[src/rtl/regfile16_1w2r.sv]
`timescale 1ns/1ps
// regfile16_1w2r: 16-entry 1-write/2-read register file fed by one-hot decoder enables.
// Latency: write visible in array next cycle; reads registered, 1 cycle address-to-Q, with same-cycle write bypass.
// Backpressure: none; RE low holds QA/QB, writes always proceed, multi-hot enables are dropped and flagged.
//
// Ports:
//   Clock   - system clock, rising edge
//   Resetn  - asynchronous active-low reset
//   WE      - one-hot write enables (bit i -> entry i), zero = no write
//   WD      - write data
//   RA/RB   - read addresses, ports A/B
//   RE      - read enable for both ports
//   ERRCLR  - synchronous clear of ERR
//   QA/QB   - registered read data
//   ERR     - sticky multi-hot enable flag
//   WCNT    - accepted-write count, saturating at 31

module regfile16_1w2r #(
  parameter int DW = 8
) (
  input  logic          Clock,
  input  logic          Resetn,
  input  logic [15:0]   WE,
  input  logic [DW-1:0] WD,
  input  logic [3:0]    RA,
  input  logic [3:0]    RB,
  input  logic          RE,
  input  logic          ERRCLR,
  output logic [DW-1:0] QA,
  output logic [DW-1:0] QB,
  output logic          ERR,
  output logic [4:0]    WCNT
);

  localparam int NENT = 16;
  localparam logic [4:0] WCNT_MAX = 5'd31;

  typedef enum logic {
    ST_OK    = 1'b0,
    ST_FAULT = 1'b1
  } state_t;

  logic [DW-1:0] mem [NENT];
  logic [DW-1:0] qa_q;
  logic [DW-1:0] qb_q;
  logic [4:0]    wcnt_q;
  state_t        state_q;
  state_t        state_d;

  // Enable classification. Clearing the lowest set bit leaves zero only
  // when exactly one bit was set.
  logic we_any;
  logic we_onehot;
  logic we_multi;

  always_comb begin
    we_any    = (WE != 16'd0);
    we_onehot = we_any && ((WE & (WE - 16'd1)) == 16'd0);
    we_multi  = we_any && !we_onehot;
  end

  // Read data selection. Only a valid one-hot write may be forwarded; a
  // corrupt multi-hot enable must never leak its data to the read ports.
  logic          byp_a;
  logic          byp_b;
  logic [DW-1:0] rd_a;
  logic [DW-1:0] rd_b;

  always_comb begin
    byp_a = we_onehot && WE[RA];
    byp_b = we_onehot && WE[RB];
    rd_a  = byp_a ? WD : mem[RA];
    rd_b  = byp_b ? WD : mem[RB];
  end

  // Storage array: each entry loads only on its own enable within a
  // one-hot write.
  always_ff @(posedge Clock or negedge Resetn) begin
    if (!Resetn) begin
      for (int i = 0; i < NENT; i++) begin
        mem[i] <= '0;
      end
    end else if (we_onehot) begin
      for (int i = 0; i < NENT; i++) begin
        if (WE[i]) begin
          mem[i] <= WD;
        end
      end
    end
  end

  // Registered read ports, held while RE is low.
  always_ff @(posedge Clock or negedge Resetn) begin
    if (!Resetn) begin
      qa_q <= '0;
      qb_q <= '0;
    end else if (RE) begin
      qa_q <= rd_a;
      qb_q <= rd_b;
    end
  end

  // Accepted-write counter; sticks at its maximum rather than wrapping.
  always_ff @(posedge Clock or negedge Resetn) begin
    if (!Resetn) begin
      wcnt_q <= '0;
    end else if (we_onehot && (wcnt_q != WCNT_MAX)) begin
      wcnt_q <= wcnt_q + 5'd1;
    end
  end

  // Error-tracking FSM: state register.
  always_ff @(posedge Clock or negedge Resetn) begin
    if (!Resetn) begin
      state_q <= ST_OK;
    end else begin
      state_q <= state_d;
    end
  end

  // Error-tracking FSM: next state. A multi-hot write in the same cycle as
  // ERRCLR keeps the fault, so an error is never silently lost.
  always_comb begin
    state_d = state_q;
    unique case (state_q)
      ST_OK: begin
        if (we_multi) begin
          state_d = ST_FAULT;
        end
      end
      ST_FAULT: begin
        if (ERRCLR && !we_multi) begin
          state_d = ST_OK;
        end
      end
      default: state_d = ST_OK;
    endcase
  end

  assign QA   = qa_q;
  assign QB   = qb_q;
  assign ERR  = (state_q == ST_FAULT);
  assign WCNT = wcnt_q;

endmodule
[config.mk]
export PLATFORM = sky130hd
export DESIGN_NAME = regfile16_1w2r
export DESIGN_NICKNAME = d
export VERILOG_FILES = /design/src/rtl/regfile16_1w2r.sv
export SDC_FILE = /design/constraint.sdc
export NUM_CORES = 1
export LEC_CHECK = 0
export BUFFER_PORTS_ARGS = -buffer_cell sky130_fd_sc_hd__buf_4
export CORE_MARGIN = 2
export CORE_UTILIZATION = 60
export DETAILED_ROUTE_END_ITERATION = 8
export PLACE_DENSITY = 0.79
export SETUP_SLACK_MARGIN = 0.2
export SKIP_LAST_GASP = 1
export SYNTH_ARGS = -nofsm -noshare
export SYNTH_HDL_FRONTEND = slang
export SYNTH_SLANG_ARGS = --single-unit
export TNS_END_PERCENT = 20
[constraint.sdc]
create_clock -name Clock -period 4.9 [get_ports Clock]
set_input_delay 0.245 -clock Clock [delete_from_list [all_inputs] [get_ports Clock]]
set_output_delay 0.245 -clock Clock [all_outputs]
set_load 0.005 [all_outputs]
==> results of run 1 <==
## critical path, cell delays in order
cell	delay, ns
buf_4	0.14
or4_1	0.54
or4_1	0.48
o31ai_2	0.35
o211a_1	0.50
buf_4	0.45
nand2_4	0.20
mux2_1	0.37
## area by class of cell
class | instances | area (µm²) | share of cell area, %
Sequential cell | 150 | 3750 | 39.6
Multi-Input combinational cell | 404 | 4400 | 46.4
Tap cell | 180 | 225 | 2.37
Timing Repair Buffer | 60 | 457 | 4.81
Clock buffer | 22 | 474 | 5.00
Clock inverter | 9 | 173 | 1.82
Inverter | 1 | 3.75 | 0.0396
## where the power goes
group | internal [µW] | switching (µW)
sequential | 1270 | 17.0
clock | 939 | 504
combinational | 110 | 167
total | 2310 | 688
## worst paths after layout
check	startpoint	endpoint	depth (start not counted)
worst max-delay path	WE[0]	mem[25]	8
worst min-delay path	ERRCLR	ERR	2
worst max register to register	mem[103]	QB[7]	6
worst min register to register	WCNT[3]	WCNT[3]	1
max in group asynchronous	Resetn	mem[58]	3
min in group asynchronous	Resetn	mem[87]	2
## kinds of logic (layout without fill, tap and decap cells)
group,after synthesis,after routing
multiplexers,218,218
buffers and inverters,54,92
XOR/XNOR,4,4
flip-flops,150,150
AO/OA/AOI/OAI,81,81
adder cells (fa/ha/maj),3,3
AND/OR/NAND/NOR,98,98
## routing by layer
| metal | vias up | part of all wire (%) | routed length, µm | track usage [%] |
|---|---|---|---|---|
| met5 | - | 0 | 0 | 0 |
| met2 | 228 | 49 | 10200 | 49.3 |
| met1 | 2946 | 42 | 8590 | 41.4 |
| li1 | 2406 | - | - | - |
| met4 | 0 | 1.7 | 345 | 10.8 |
| met3 | 37 | 7.5 | 1560 | 7.54 |
## sequential cells by signal, indices dropped and copies added, names as in the netlist
signal and count:
ERR 1, QA 8, QB 8, WCNT 5, mem 128
## metrics by stage
stage               total power (µW)  setup slack [ns]  cells  util, %  hold WS [ns]
floorplan                       1450              2.28    608        -       -0.0506
global placement                1570              1.60    794     64.1         0.429
detailed placement              1580              1.52    794     64.1         0.452
CTS                             3010              1.96    826     68.9        0.0591
global route                    3090              1.84    826     68.9        0.0607
finish                          3000              1.92    826     68.9        0.0650
## what timing repair did
item / in CTS / in global routing
endpoints found under the setup margin: 0 / 0
hold buffers: 1 / 0
endpoints found under the hold margin: 12 / 0
## cells in the final DEF (no fill, tap or decap), drive strengths merged, types with 16 or more instances in the layout
cell      n
nor2b    16
mux2    130
a211oi   16
dfrtp   150
mux2i    16
nor2     23
clkbuf   22
mux4     72
a21oi    18
o21ai    21
nand3    19
a31oi    16
nand2    18
buf      59
==> key figures, run 1 <==
Synthesis
  – Async S/R FF share, synth: 100%
  – Register area share after synthesis: between 40% and 50%
  – Largest family of logic cells by synthesized area: multiplexers
  – Syn Nets: roughly 650
  – Most used flip-flop cell after synthesis: dfrtp_1
  – Area leader, netlist: dfrtp_1
  – Synth Area in Adders: 0.418%
  – Compound-Gate Fraction of Synth Area: under 10%
  – Proportion of synthesized area in mux cells: roughly two fifths
  – #FFs+latches synth: 150
  – Simple-gate share of the synthesized area: 6.92%
  – Ys Warns: 0
  – Mean Syn Cell Area: about 14 µm²
  – Cell Area, Synth: roughly 8400 µm²
  – Post-synth EDFFs: 0
  – Synth Area in XOR/XNOR: less than 1%
  – Cells after Synth: 608
  – Cell with the most instances after synthesis: dfrtp_1
  – Yosys top cell area share: around 45%
  – Most instantiated cells after synthesis: dfrtp_1, mux2_1, mux4_2
  – Unique masters post-synth: 43
  – Area contributors post-synth: dfrtp_1, mux4_2, mux2_1

Final layout
  – Antenna diodes: 0
  – Fin nets: 672
  – Area Overhead vs Synth: 13.3%
  – Layout cell share with drive strength beyond 1: 34.5%
  – Fill count: between 900 and 1k
  – Post-route cell area: about 9500 µm²

Timing
  – Period utilization: around 61%
  – Worst slew margin: about a fifth
  – Setup-failing EPs final: 0
  – Final hold vios: 0
  – Fin Setup TNS: 0 ns
  – Slew Viols, Final: 0
  – Fmax: 335 MHz
  – Worst Max-Slew Pin Slew: 1.20 ns
  – Clock Skews: approximately 0.0079 ns
  – RSZ-0062 raised after global routing: false
  – Min Tclk post-route: just under 3 ns

Worst setup path
  – CP Data Required Time: between 5 and 6 ns
  – Critical path startpoint category: input pin
  – Max FO, Critical Path: 24
  – R2R Setup Slk: roughly 2.8 ns
  – CP Capture Type: flop
  – Crit Path Class: input pin to flop
  – Arrival time at the worst endpoint: between 3 and 4 ns

Placement
  – Placed inst area: between 8000 and 9000 µm²
  – GPL Wtd Cong: between 0.9 and 1
  – DP Wirelength: roughly 13,000 µm
  – Port Buffers: 57

Floorplanning
  – Die area: between 10,000 and 15,000 µm²
  – Starting Density: approximately three fifths
  – Cell Rows: between 40 and 50
  – Die Wd: between 100 and 150 µm
  – Die Y: around 120 µm
  – Core area: 13,800 µm²
  – I/O pin total: 58

Clock network
  – CTS Buf Count: 17
  – Worst skew pair latency: between 0.4 and 0.5 ns
  – Clock Pin Slew Worst Setup and Hold Paths: roughly 0.06 ns
  – # resized after CTS: 0
  – Bufs on Longest Clock Path: 2
  – Root Driver: clkbuf_16
  – CTS tree: done
  – Clock tree sinks: 150
  – H-tree levels: 4
  – Post CTS Setup Buffer Count: 0

Global routing
  – Initial antenna violation count: 0
  – GR Util All Layers: between 30% and 40%
  – Largest net degree at the start of global routing: 110
  – Total grt overflow: 0
  – Vias in the first global route: 6,094
  – First-pass GRT wire length: 33,700 µm

Route
  – Initial DRC count: between 600 and 700
  – Routed wire length: between 20,000 and 25,000 µm
  – WL per Instance: around 25 µm
  – Vias post-DR: 5,617
  – Vias per cell: 6.80
  – DR pass1 iterations: 5
  – Routed Antenna Nets: 0
  – DRC Markers: 0

Pwr
  – Pwr dens: about 320 nW/µm²
  – Maximum VDD drop: ~0.00025 V
  – Leak: 0.00445 µW

Job
  – Max-cap violations: 0

Status
  – Status: completed

Min path
  – Hold Path Class: input pin to flop
Power figures use the tool's default switching activity.
==> run 2, diff against run 1 <==
--- a/config.mk
+++ b/config.mk
@@ -7,9 +7,9 @@
 export LEC_CHECK = 0
 export BUFFER_PORTS_ARGS = -buffer_cell sky130_fd_sc_hd__buf_4
 export CORE_MARGIN = 2
-export CORE_UTILIZATION = 60
+export CORE_UTILIZATION = 55
 export DETAILED_ROUTE_END_ITERATION = 8
-export PLACE_DENSITY = 0.79
+export PLACE_DENSITY = 0.77
 export SETUP_SLACK_MARGIN = 0.2
 export SKIP_LAST_GASP = 1
 export SYNTH_ARGS = -nofsm -noshare
==> constraint.sdc (replaced) <==
create_clock -name Clock -period 2.45 [get_ports Clock]
set_input_delay 0.1225 -clock Clock [delete_from_list [all_inputs] [get_ports Clock]]
set_output_delay 0.1225 -clock Clock [all_outputs]
set_load 0.005 [all_outputs]
==> run 2 against run 1 <==
Via count up 5.4%. Sequential power grew 100%. Die area is 8.8% higher. Global-route usage shrank 1.1 points. Highest routed layer unchanged.
==> key figures, run 2 (same netlist as run 1, synthesis figures left out) <==
Status
  – Status: completed

Worst setup path
  – Crit path max-delay family: simple AND/OR/NAND/NOR gates
  – CP Depth: 8
  – Critical path startpoint category: input pin
  – CP Cell Sequence: buf_4 > or4_4 > or4_4 > nor3_1 > o211a_4 > buf_12 > nand2_2 > mux2_2
  – CP Capture Type: flop
  – Worst path bufs/invs: 2
  – Arrival time at the worst endpoint: between 2 and 3 ns
  – Max FO, Critical Path: 9
  – Most used cell, CP: or4_4
  – Slowest-stage cell, CP: or4_4
  – CP Data Required Time: roughly 2.8 ns
  – R2R Path Start: mem[97]
  – Crit Path Class: input pin to flop
  – R2R Setup Slk: between 0.4 and 0.5 ns
  – CP peak stage delay: ~0.53 ns
  – R2R depth: 6
  – R2r endpoint: QB[1]

Timing
  – Period utilization: around nine tenths
  – RSZ-0062 raised after global routing: true
  – Worst Max-Slew Pin Slew: ~0.73 ns
  – Final hold vios: 0
  – Fmax: roughly 450 MHz
  – Clock Skews: around 0.0051 ns
  – Setup-failing EPs final: 0
  – Min Tclk post-route: roughly 2.2 ns
  – Slew Viols, Final: 0
  – Fin Setup TNS: 0 ns
  – Worst slew margin: roughly half

Pwr
  – Combinational share of power: approximately a tenth
  – Internal: 4730 µW
  – Sequential share of power: between 40% and 50%
  – Switching share of power: between 20% and 30%
  – Pwr dens: between 600 and 700 nW/µm²
  – Leak: 0.00466 µW
  – Psw: approximately 1500 µW
  – Tot Pwr: approximately 6200 µW
  – Maximum VDD drop: a little over 0.0005 V
  – Clock share of power: between 40% and 50%

Min path
  – Hold Path Class: input pin to flop
  – Hold Path Depth: 3
  – HP Start: WE[11]
  – Worst Hold End: ERR

Floorplanning
  – Core area: around 15,000 µm²
  – I/O pin total: 58
  – Die Y: ~130 µm
  – Cell Rows: 45
  – Die Wd: approximately 130 µm
  – Starting Density: between 50 and 60%
  – Die area: roughly 16,000 µm²

Clock network
  – CTS tree: done
  – Worst skew pair latency: roughly 0.43 ns
  – Bufs on Longest Clock Path: 2
  – CTS Buf Count: 17
  – Clock tree sinks: 150
  – Clock Pin Slew Worst Setup and Hold Paths: around 0.06 ns
  – H-tree levels: 4
  – Root Driver: clkbuf_16

Placement
  – Port Buffers: 57
  – Dpl cells: approximately 840
  – DP Wirelength: 14,900 µm
  – GPL Wtd Cong: roughly 0.89

Final layout
  – Fin nets: 710
  – Most common cell after layout, fill and taps aside: dfrtp_1
  – Max reg flops: roughly 130
  – Antenna diodes: 0
  – Top reg by flops: mem
  – Non-filler cells, final: 873
  – Layout cell share with drive strength beyond 1: between 30% and 40%
  – Commonest non-fill, non-tap cells in the layout: dfrtp_1, buf_4, mux2_1
  – Fill count: 1,030
  – Area Overhead vs Synth: 18.6%

Route
  – Initial DRC count: 591
  – DRC Markers: 0
  – DR pass1 iterations: 5
  – Routed wire length: 22,100 µm
  – Vias per cell: 6.78
  – Routed Antenna Nets: 0
  – WL per Instance: approximately 25 µm
  – Vias post-DR: roughly 6k

Global routing
  – First-pass GRT wire length: between 30,000 and 40,000 µm
  – Vias in the first global route: 6,339
  – Total grt overflow: 0
  – Largest net degree at the start of global routing: 75
  – GR Util All Layers: 29.6%
  – Initial antenna violation count: 0

Job
  – Max-cap violations: 0
==> run 2: cell count changes in the layout (fill, tap and decap cells not counted), sizes merged <==
cell	before	now
buf	59	96
bufinv	5	6
clkbuf	22	18
clkinv	3	4
clkinvlp	1	2
dlygate4sd3	1	2
inv	1	3
==> run 2: what timing repair did <==
action                                 CTS  global route
gates cloned                             0             0
setup endpoints to repair                2            82
endpoints found under the hold margin   71             0
buffers inserted                         0             1
hold buffers                             2             0
pin swaps                                0             1
gates resized for setup                  1             3
==> run 2: metrics by stage <==
step | utilization, % | worst slack (ns) | cell area, µm² | hold slack [ns]
after floorplan | - | 0.107 | 8420 | -0.173
after detailed placement | 61.1 | -0.257 | 9190 | 0.196
after global placement | 61.1 | -0.187 | 9190 | 0.180
after CTS | 65.9 | 0.231 | 9910 | 0.0190
final | 66.0 | 0.223 | 9930 | 0.0389
after global routing | 66.0 | 0.159 | 9930 | 0.0547
==> run 2: power groups by stage <==
stage / Sequential (µW) / Combinational, µW / Clock [µW]
floorplan: 2600 / 309 / 0
global placement: 2610 / 579 / 0
detailed placement: 2610 / 591 / 0
CTS: 2570 / 596 / 3050
global route: 2570 / 646 / 3180
finish: 2570 / 599 / 3020
==> run 2: how the worst max path moves through the flow <==
stage               start        to
detailed placement  WE[0]   mem[53]
finish              WE[0]   mem[58]
global placement    WE[0]   mem[50]
CTS                 WE[1]   WCNT[4]
floorplan           WE[0]  mem[100]
global route        WE[0]   mem[58]
==> run 2: cell type report <==
| class | instances | area, µm² | area share, % |
|---|---|---|---|
| inverters | 1 | 3.75 | 0.0378 |
| clock buffers | 18 | 439 | 4.42 |
| clock inverters | 14 | 248 | 2.50 |
| well taps | 188 | 235 | 2.37 |
| flip-flops and latches | 150 | 3750 | 37.8 |
| multi-input cells | 404 | 4450 | 44.9 |
| repair buffers | 98 | 795 | 8.00 |
==> run 2: layer usage <==
metal | wire [µm] | share of wire [%] | global-route usage [%]
met3 | 1600 | 7.2 | 7.33
met2 | 11100 | 50 | 47.9
met4 | 595 | 2.7 | 10.8
met1 | 8820 | 40 | 39.5
met5 | 0 | 0 | 0
==> run 2: worst min-delay path: cells and delay by family <==
kind,cells,cell delay [ns]
compound gates,2,0.16
buf+inv,1,0.15
==> run 3, diff against run 2 <==
--- a/config.mk
+++ b/config.mk
@@ -7,9 +7,8 @@
 export LEC_CHECK = 0
 export BUFFER_PORTS_ARGS = -buffer_cell sky130_fd_sc_hd__buf_4
 export CORE_MARGIN = 2
-export CORE_UTILIZATION = 55
+export CORE_UTILIZATION = 40
 export DETAILED_ROUTE_END_ITERATION = 8
-export PLACE_DENSITY = 0.77
 export SETUP_SLACK_MARGIN = 0.2
 export SKIP_LAST_GASP = 1
 export SYNTH_ARGS = -nofsm -noshare
==> constraint.sdc (replaced) <==
create_clock -name Clock -period 2.25 [get_ports Clock]
set_input_delay 0.1125 -clock Clock [delete_from_list [all_inputs] [get_ports Clock]]
set_output_delay 0.1125 -clock Clock [all_outputs]
set_load 0.005 [all_outputs]
==> run 3 against run 2 <==
Non-clock buffer count increased by 15. Register-to-register slack got worse by 0.10 ns. Setup slack got worse by 0.033 ns. Sequential power increased by 8.6%. Largest cell class unchanged. Largest power group unchanged. Sequential cell count unchanged.
==> key figures, run 3 (same netlist as run 1, synthesis figures left out) <==
Final layout
  – Area Overhead vs Synth: 21.7%
  – Most common cell after layout, fill and taps aside: dfrtp_1
  – Commonest non-fill, non-tap cells in the layout: dfrtp_1, buf_4, mux2_1
  – Fin util: 50.0%
  – Post-route cell area: about 10,000 µm²
  – Antenna diodes: 0
  – Fin nets: around 730
  – Top reg by flops: mem
  – Max reg flops: about 130
  – Layout cell share with drive strength beyond 1: approximately 40%
  – Fill count: roughly 1.8k

Worst setup path
  – Crit path launch: WE[0]
  – CP Data Required Time: roughly 2.6 ns
  – CP Capture Type: flop
  – Arrival time at the worst endpoint: between 2 and 2.5 ns
  – Max FO, Critical Path: 8
  – R2R Path Start: mem[102]
  – Crit Path Class: input pin to flop
  – Critical path startpoint category: input pin

Timing
  – Slew Viols, Final: 0
  – Period utilization: about nine tenths
  – Clock Skews: 0.00496 ns
  – WHS: between 0.03 and 0.04 ns
  – Worst Max-Slew Pin Slew: ~0.45 ns
  – Post-route worst setup slack: approximately 0.19 ns
  – Min Tclk post-route: around 2.1 ns
  – Worst slew margin: 70.0%
  – Fmax: slightly below 500 MHz
  – Setup-failing EPs final: 0
  – RSZ-0062 raised after global routing: true
  – Final hold vios: 0

Pwr
  – Psw: ~1600 µW
  – Maximum VDD drop: slightly below 0.0006 V
  – Internal: roughly 5100 µW
  – Leak: 0.00476 µW
  – Clock share of power: between 40% and 50%
  – Combinational share of power: a little over a tenth
  – Tot Pwr: between 6000 and 7000 µW
  – Switching share of power: between 20% and 30%
  – Sequential share of power: roughly 42%
  – Pwr dens: roughly 650 nW/µm²

Placement
  – DP Wirelength: 14,700 µm
  – GPL Wtd Cong: 0.832
  – Port Buffers: 57
  – Placed inst area: around 9400 µm²
  – DP Worst Slack: -0.404 ns

Clock network
  – CTS Buf Count: 17
  – Clock tree sinks: 150
  – CTS tree: done
  – Bufs on Longest Clock Path: 2
  – H-tree levels: 4
  – Worst skew pair latency: between 0.4 and 0.5 ns
  – Root Driver: clkbuf_16
  – Clock Pin Slew Worst Setup and Hold Paths: about 0.06 ns

Route
  – Initial DRC count: 289
  – Vias per cell: 5.82
  – Routed wire length: between 20,000 and 25,000 µm
  – Vias post-DR: ~5.6k
  – DRC Markers: 0
  – Routed Antenna Nets: 0
  – WL per Instance: approximately 22 µm
  – DR pass1 iterations: 4

Job
  – Max-cap violations: 0

Min path
  – HP Start: WE[11]
  – Hold Path Class: input pin to flop

Status
  – Status: completed

Floorplanning
  – Core area: 20,400 µm²
  – I/O pin total: between 50 and 60
  – Die Y: around 150 µm
  – Cell Rows: 52
  – Die Wd: 149 µm
  – Starting Density: 41.1%
  – Die area: roughly 22,000 µm²

Global routing
  – Initial antenna violation count: 0
  – First-pass GRT wire length: around 34,000 µm
  – Vias in the first global route: ~5.9k
  – GR Util All Layers: approximately 20%
  – Total grt overflow: 0
  – Largest net degree at the start of global routing: 53
## run 3: cell count changes in the layout (fill, tap and decap cells not counted), sizes merged
cell    change
clkinv      -2
buf        +15
clkbuf      +3
bufinv      -1
## run 3: power by group through the flow
stage	clock network [µW]	logic, µW	registers [µW]
detailed placement	0	680	2840
CTS	3190	685	2790
global placement	0	669	2830
finish	3140	686	2790
floorplan	0	336	2830
global route	3320	743	2800
## run 3: worst max-delay path, stage by stage
cell     delay, ns
buf_4         0.12
or4_4         0.53
or4_4         0.47
nor3_2        0.23
o211a_4       0.25
buf_12        0.16
nand2_4       0.14
mux2_1        0.34
## run 3: per-layer routing
metal  global-route usage (%)  part of all wire [%]  up-vias
li1                         -                     -     2530
met5                        0                     0        -
met1                     26.7                    43     2915
met2                     34.0                    49      166
met4                     6.48                   2.5        0
met3                     5.37                   5.4       38
## run 3: path summary, 6_finish.rpt
path                            endpoint  slack, ns  cells after the start
worst max-delay path            mem[116]       0.19                      8
worst min-delay path                 ERR       0.04                      3
worst max register to register     QB[6]       0.34                      7
worst min register to register   WCNT[3]       0.49                      1
max in group asynchronous        mem[40]       1.44                      3
min in group asynchronous        WCNT[1]       0.19                      2
## run 3: area by class of cell
type | instances | area [µm²] | share of cell area [%]
Clock buffer | 21 | 450 | 4.42
Clock inverter | 11 | 196 | 1.93
Sequential cell | 150 | 3750 | 36.8
Inverter | 1 | 3.75 | 0.0368
Tap cell | 270 | 338 | 3.32
Timing Repair Buffer | 113 | 971 | 9.53
Multi-Input combinational cell | 404 | 4480 | 43.9
## run 3: stage by stage
step	TNS, ns	instances
3_5_place_dp	-45.87	930
5_1_grt	0	970
6_report	0	970
3_3_place_gp	-41.69	930
2_1_floorplan	-8.11	608
4_1_cts	0	966
## run 3: what timing repair did
action                                  4_1_cts  5_1_grt
hold buffers                                  2        0
resized for setup                             6       19
endpoints found under the setup margin      115      116
setup buffers                                 2        2
endpoints found under the hold margin        42        0
cloned                                        0        2
pin swaps                                     0        2
